===== src/rtl/conway_serial_host_sequencer.sv =====
// Host-side sequencer for the 8x8 serial game-of-life core: loads a parallel grid
// MSB first, runs N generations, then unloads exactly DATA_SIZE bits into a result register.
module conway_serial_host_sequencer #(
  parameter int unsigned DATA_SIZE = 64,
  parameter int unsigned GEN_WIDTH = 16
) (
  input  logic                 CLK,
  input  logic                 RESET,
  input  logic                 START_VALID,
  output logic                 START_READY,
  input  logic [DATA_SIZE-1:0] GRID_IN,
  input  logic [GEN_WIDTH-1:0] GENERATIONS,
  output logic                 RESULT_VALID,
  input  logic                 RESULT_READY,
  output logic [DATA_SIZE-1:0] GRID_OUT,
  output logic                 BUSY,
  output logic                 SER_DATA_IN,
  output logic [1:0]           SER_MODE,
  input  logic                 SER_DATA_OUT
);

  localparam int unsigned CW = (DATA_SIZE > 1) ? $clog2(DATA_SIZE) : 1;
  localparam logic [CW-1:0] LAST_BIT = CW'(DATA_SIZE - 1);

  typedef enum logic [2:0] {
    IDLE,
    LOAD,
    RUN,
    UNLOAD,
    DONE
  } state_t;

  typedef enum logic [1:0] {
    MODE_LOAD = 2'b00,
    MODE_RUN  = 2'b01,
    MODE_OUT  = 2'b10,
    MODE_HOLD = 2'b11
  } mode_t;

  state_t                 state_q;
  mode_t                  mode_q;
  logic [DATA_SIZE-1:0]   tx_q;
  logic [DATA_SIZE-1:0]   rx_q;
  logic [DATA_SIZE-1:0]   grid_out_q;
  logic [GEN_WIDTH-1:0]   gen_cnt_q;
  logic [CW-1:0]          bit_cnt_q;
  logic                   ser_data_in_q;
  logic                   result_valid_q;
  logic                   busy_q;

  assign START_READY  = (state_q == IDLE);
  assign RESULT_VALID = result_valid_q;
  assign GRID_OUT     = grid_out_q;
  assign BUSY         = busy_q;
  assign SER_DATA_IN  = ser_data_in_q;
  assign SER_MODE     = mode_q;

  always_ff @(posedge CLK or posedge RESET) begin
    if (RESET) begin
      state_q        <= IDLE;
      mode_q         <= MODE_HOLD;
      tx_q           <= '0;
      rx_q           <= '0;
      grid_out_q     <= '0;
      gen_cnt_q      <= '0;
      bit_cnt_q      <= '0;
      ser_data_in_q  <= 1'b0;
      result_valid_q <= 1'b0;
      busy_q         <= 1'b0;
    end else begin
      case (state_q)
        IDLE: begin
          if (START_VALID) begin
            state_q       <= LOAD;
            mode_q        <= MODE_LOAD;
            // tx_q holds the bits still to present; the MSB goes out directly
            tx_q          <= GRID_IN << 1;
            ser_data_in_q <= GRID_IN[DATA_SIZE-1];
            gen_cnt_q     <= GENERATIONS;
            bit_cnt_q     <= '0;
            busy_q        <= 1'b1;
          end
        end

        LOAD: begin
          if (bit_cnt_q == LAST_BIT) begin
            bit_cnt_q     <= '0;
            tx_q          <= '0;
            ser_data_in_q <= 1'b0;
            if (gen_cnt_q != '0) begin
              state_q <= RUN;
              mode_q  <= MODE_RUN;
            end else begin
              state_q <= UNLOAD;
              mode_q  <= MODE_OUT;
            end
          end else begin
            bit_cnt_q     <= bit_cnt_q + CW'(1);
            ser_data_in_q <= tx_q[DATA_SIZE-1];
            tx_q          <= tx_q << 1;
          end
        end

        RUN: begin
          gen_cnt_q <= gen_cnt_q - GEN_WIDTH'(1);
          if (gen_cnt_q == GEN_WIDTH'(1)) begin
            state_q <= UNLOAD;
            mode_q  <= MODE_OUT;
          end
        end

        UNLOAD: begin
          rx_q <= {rx_q[DATA_SIZE-2:0], SER_DATA_OUT};
          if (bit_cnt_q == LAST_BIT) begin
            bit_cnt_q      <= '0;
            grid_out_q     <= {rx_q[DATA_SIZE-2:0], SER_DATA_OUT};
            result_valid_q <= 1'b1;
            mode_q         <= MODE_HOLD;
            busy_q         <= 1'b0;
            state_q        <= DONE;
          end else begin
            bit_cnt_q <= bit_cnt_q + CW'(1);
          end
        end

        DONE: begin
          if (RESULT_READY) begin
            result_valid_q <= 1'b0;
            state_q        <= IDLE;
          end
        end

        default: begin
          state_q <= IDLE;
          mode_q  <= MODE_HOLD;
          busy_q  <= 1'b0;
        end
      endcase
    end
  end

endmodule


===== config.mk =====
export PLATFORM = sky130hd
export DESIGN_NAME = conway_serial_host_sequencer
export DESIGN_NICKNAME = d
export VERILOG_FILES = /design/src/rtl/conway_serial_host_sequencer.sv
export SDC_FILE = /design/constraint.sdc
export NUM_CORES = 1
export LEC_CHECK = 0
export ABC_CLOCK_PERIOD_IN_PS = 5900
export BUFFER_PORTS_ARGS = -buffer_cell sky130_fd_sc_hd__buf_4
export CORE_UTILIZATION = 51
export CTS_BUF_LIST = sky130_fd_sc_hd__clkbuf_8 sky130_fd_sc_hd__clkbuf_16
export DETAILED_ROUTE_END_ITERATION = 8
export PLACE_DENSITY = 0.76
export SYNTH_ARGS = -nofsm -noshare
export SYNTH_HDL_FRONTEND = slang
export SYNTH_SLANG_ARGS = --single-unit

===== constraint.sdc =====
create_clock -name CLK -period 5.9 [get_ports CLK]
set_clock_uncertainty 0.05 [all_clocks]
set_input_delay 0 -clock CLK [delete_from_list [all_inputs] [get_ports CLK]]
set_output_delay 0 -clock CLK [all_outputs]
set_load 0.005 [all_outputs]

==> results.md <==
* Die Y at 137.7 µm
* H-tree depth at 1
* Reg-to-reg startpoint: state_q[0]$_DFFE_PP0P_
* Vias/cell at 5.445
* Async set or reset register ratio after synthesis at 100.0%
* Die area at 18960 µm²
* Max_cap viols at 0
* Max Buffers Root-to-Sink at 3
* Worst Hold Class: in2async
* # fillers at 1311
* Most used DFF post-synth: dfrtp_1
* Maximum number of pins on one net before global-route repair at 183
* DRC at 0
* CP required at 6240 ps
* Syn Nets at 830
* RR Endpoint: GRID_OUT[23]$_DFFE_PP0P_
* Layout cells sized above 1 at 34.76%
* Core area at 18020 µm²
* Crit-path cells: nor2b_1, nand2_4, nor2_4, buf_4, mux2_2
* Post-DP HPWL at 11.79 mm
* Initial DRC count at 446
* Critical Path Max Stage Delay at 640 ps
* Commonest non-fill, non-tap cell in the layout: dfrtp_1
* Post-synth EDFFs at 0
* Seq cells post-synth at 220
* Fin area at 12240 µm²
* Initial antenna violation count at 1
* Antenna-violating nets left at 0
* CTS Sinks at 220
* Relative slew slack at 26.98%
* Minimum clock period at 3543 ps
* Port buffer count at 154
* Worst skew pair latency at 510 ps
* Status: completed
* Slowest stage cell, crit path: buf_4
* Worst-case vdd ir drop at 0.2722 mV
* Yosys top cell area share at 58.09%
* Arrival time at the worst endpoint at 3890 ps
* Post-CTS Hold Fix Bufs at 86
* FF-to-FF path depth at 5
* Yosys top cell by area: dfrtp_1
* Area of the multi-input gates at 3593 µm²
* Family with the most delay on the worst path: simple AND/OR/NAND/NOR gates
* Nets at 1053
* Vias in the first global route at 6737
* Most frequent cells in the layout: 218 x dfrtp_1, 158 x buf_4, 127 x mux2_2, 86 x dlygate4sd3_1, 79 x o21ai_0
* Routed wire length at 20.84 mm
* Register Area at 5508 µm²
* Yosys cell types at 52
* Grt total ovfl at 0
* Placed cell areas at 10630 µm²
* WP depth at 5
* Period utilisation layout at 60.05%
* Setup TNS at 0 ps
* Top post-synthesis cells by area: dfrtp_1 58%, mux2_2 15%, mux2i_1 6.7%
* CTS tree: done
* Synthesized cell area at 9392 µm²
* Io pins at 155
* Initial Util at 52.10%
* Final hold slack at 202.7 ps
* Synth Warn # at 0
* Final hold viol count at 0
* Post_cts resized at 0
* RSZ-0062 raised after global routing: no
* Leak at 5.802 nW
* Clk slew on worst S/H paths at 60 ps
* Avg Cell Area, Syn at 12.67 µm²
* Synth-to-Final Area Change at 30.38%
* Worst slew pin tran at 1095 ps
* CP Buf/Inv Count at 1
* Via count at 6577
* Place WS at 2328 ps
* Die extent in x at 137.7 µm
* Seq/Total Area, Yosys at 58.65%
* RePlAce Congestion at 0.8625
* Drt pass-1 iters at 4
* Worst setup path class: reg2reg
* Crit path max fanout at 64
* Startpoint types: flop
* Global-route wire length before repair at 33.18 mm
* Overall global routing resource usage at 22.18%
* Pwr dens at 249.9 nW/µm²
* Drt wl/cell at 17.25 µm
* Final slew viol count at 0
* Clk root buf: clkbuf_16
* Num CTS Buffers at 24
* # rows at 49
* Worst Setup End Kind: flop
* Post-CTS Setup Bufs at 0
* Setup slack, reg-to-reg at 2360 ps
* Mapped Cells at 741
* Setup ws final at 2357 ps
* Final setup fails at 0
* Max Fclk at 282.2 MHz
* Post-layout utilization of the core at 67.93%
state kept, by name, indices dropped and copies added, names as in the netlist:
name,flops
BUSY,1
GRID_OUT,64
RESULT_VALID,1
SER_DATA_IN,1
SER_MODE,2
bit_cnt_q,6
gen_cnt_q,16
rx_q,63
state_q,3
tx_q,63
where the power goes:
group	internal [W]	switching, W
clock	0.000842	0.000584
combinational	0.0000740	0.0000508
sequential	0.00151	0.000000238
logic make-up after synthesis:
kind of cell    count (synthesis)  synth area share (%)
flops                         220                 58.65
mux                           191                 22.10
simple gates                  152                 8.207
compound gates                113                 6.821
buf+inv                        56                 3.224
xor+xnor                        5                0.4663
fa+ha+maj                       4                0.5329
final cells by class:
cell class | instances | area share, %
timing repair buffer | 245 | 16.88
sequential | 220 | 44.98
multi-input combinational | 465 | 29.35
clock buffer | 29 | 5.467
clock inverter | 11 | 0.6847
antenna | 1 | 0.02044
inverter | 8 | 0.2759
tap | 229 | 2.340
metal layers:
metal / routed length [µm] / vias to the layer above / track usage, %
li1: - / 3100 / -
met1: 8876 / 3262 / 29.37
met2: 10420 / 161 / 36.15
met3: 901 / 54 / 4.378
met4: 644 / 0 / 8.394
met5: 0 / - / 0
Yosys cell counts (6+ instances only):
master    instances
a21oi_1           9
buf_2            20
buf_6             7
clkbuf_1         16
dfrtp_1         218
inv_1             8
mux2_2          127
mux2i_1          63
nand2_1          28
nand3_1          74
nor2_1           22
nor3_1            6
o21ai_0          79
metrics by stage:
step / total power (W) / std cells
floorplan: 0.001562 / 741
global placement: 0.001616 / 1081
detailed placement: 0.001616 / 1081
CTS: 0.003095 / 1207
global route: 0.003177 / 1208
finish: 0.003060 / 1208
worst reg2reg max path, stage by stage (launching register included):
cell and delay (ps):
dfrtp_1 520, nor2b_1 590, nand2_4 610, nor2_4 580
buf_4 650, mux2_2 440
worst max path at each step:
| stage | from | slack (ps) | to |
|---|---|---|---|
| 2_1_floorplan | RESET | 2980 | BUSY$_DFFE_PP0P_ |
| 3_3_place_gp | state_q[0]$_DFFE_PP0P_ | 2470 | GRID_OUT[2]$_DFFE_PP0P_ |
| 3_5_place_dp | state_q[0]$_DFFE_PP0P_ | 2330 | GRID_OUT[55]$_DFFE_PP0P_ |
| 4_1_cts | state_q[0]$_DFFE_PP0P_ | 2290 | GRID_OUT[55]$_DFFE_PP0P_ |
| 5_1_grt | state_q[0]$_DFFE_PP0P_ | 2000 | GRID_OUT[27]$_DFFE_PP0P_ |
| 6_report | state_q[0]$_DFFE_PP0P_ | 2360 | GRID_OUT[23]$_DFFE_PP0P_ |
Note: power is estimated with default switching activity, not from simulation.
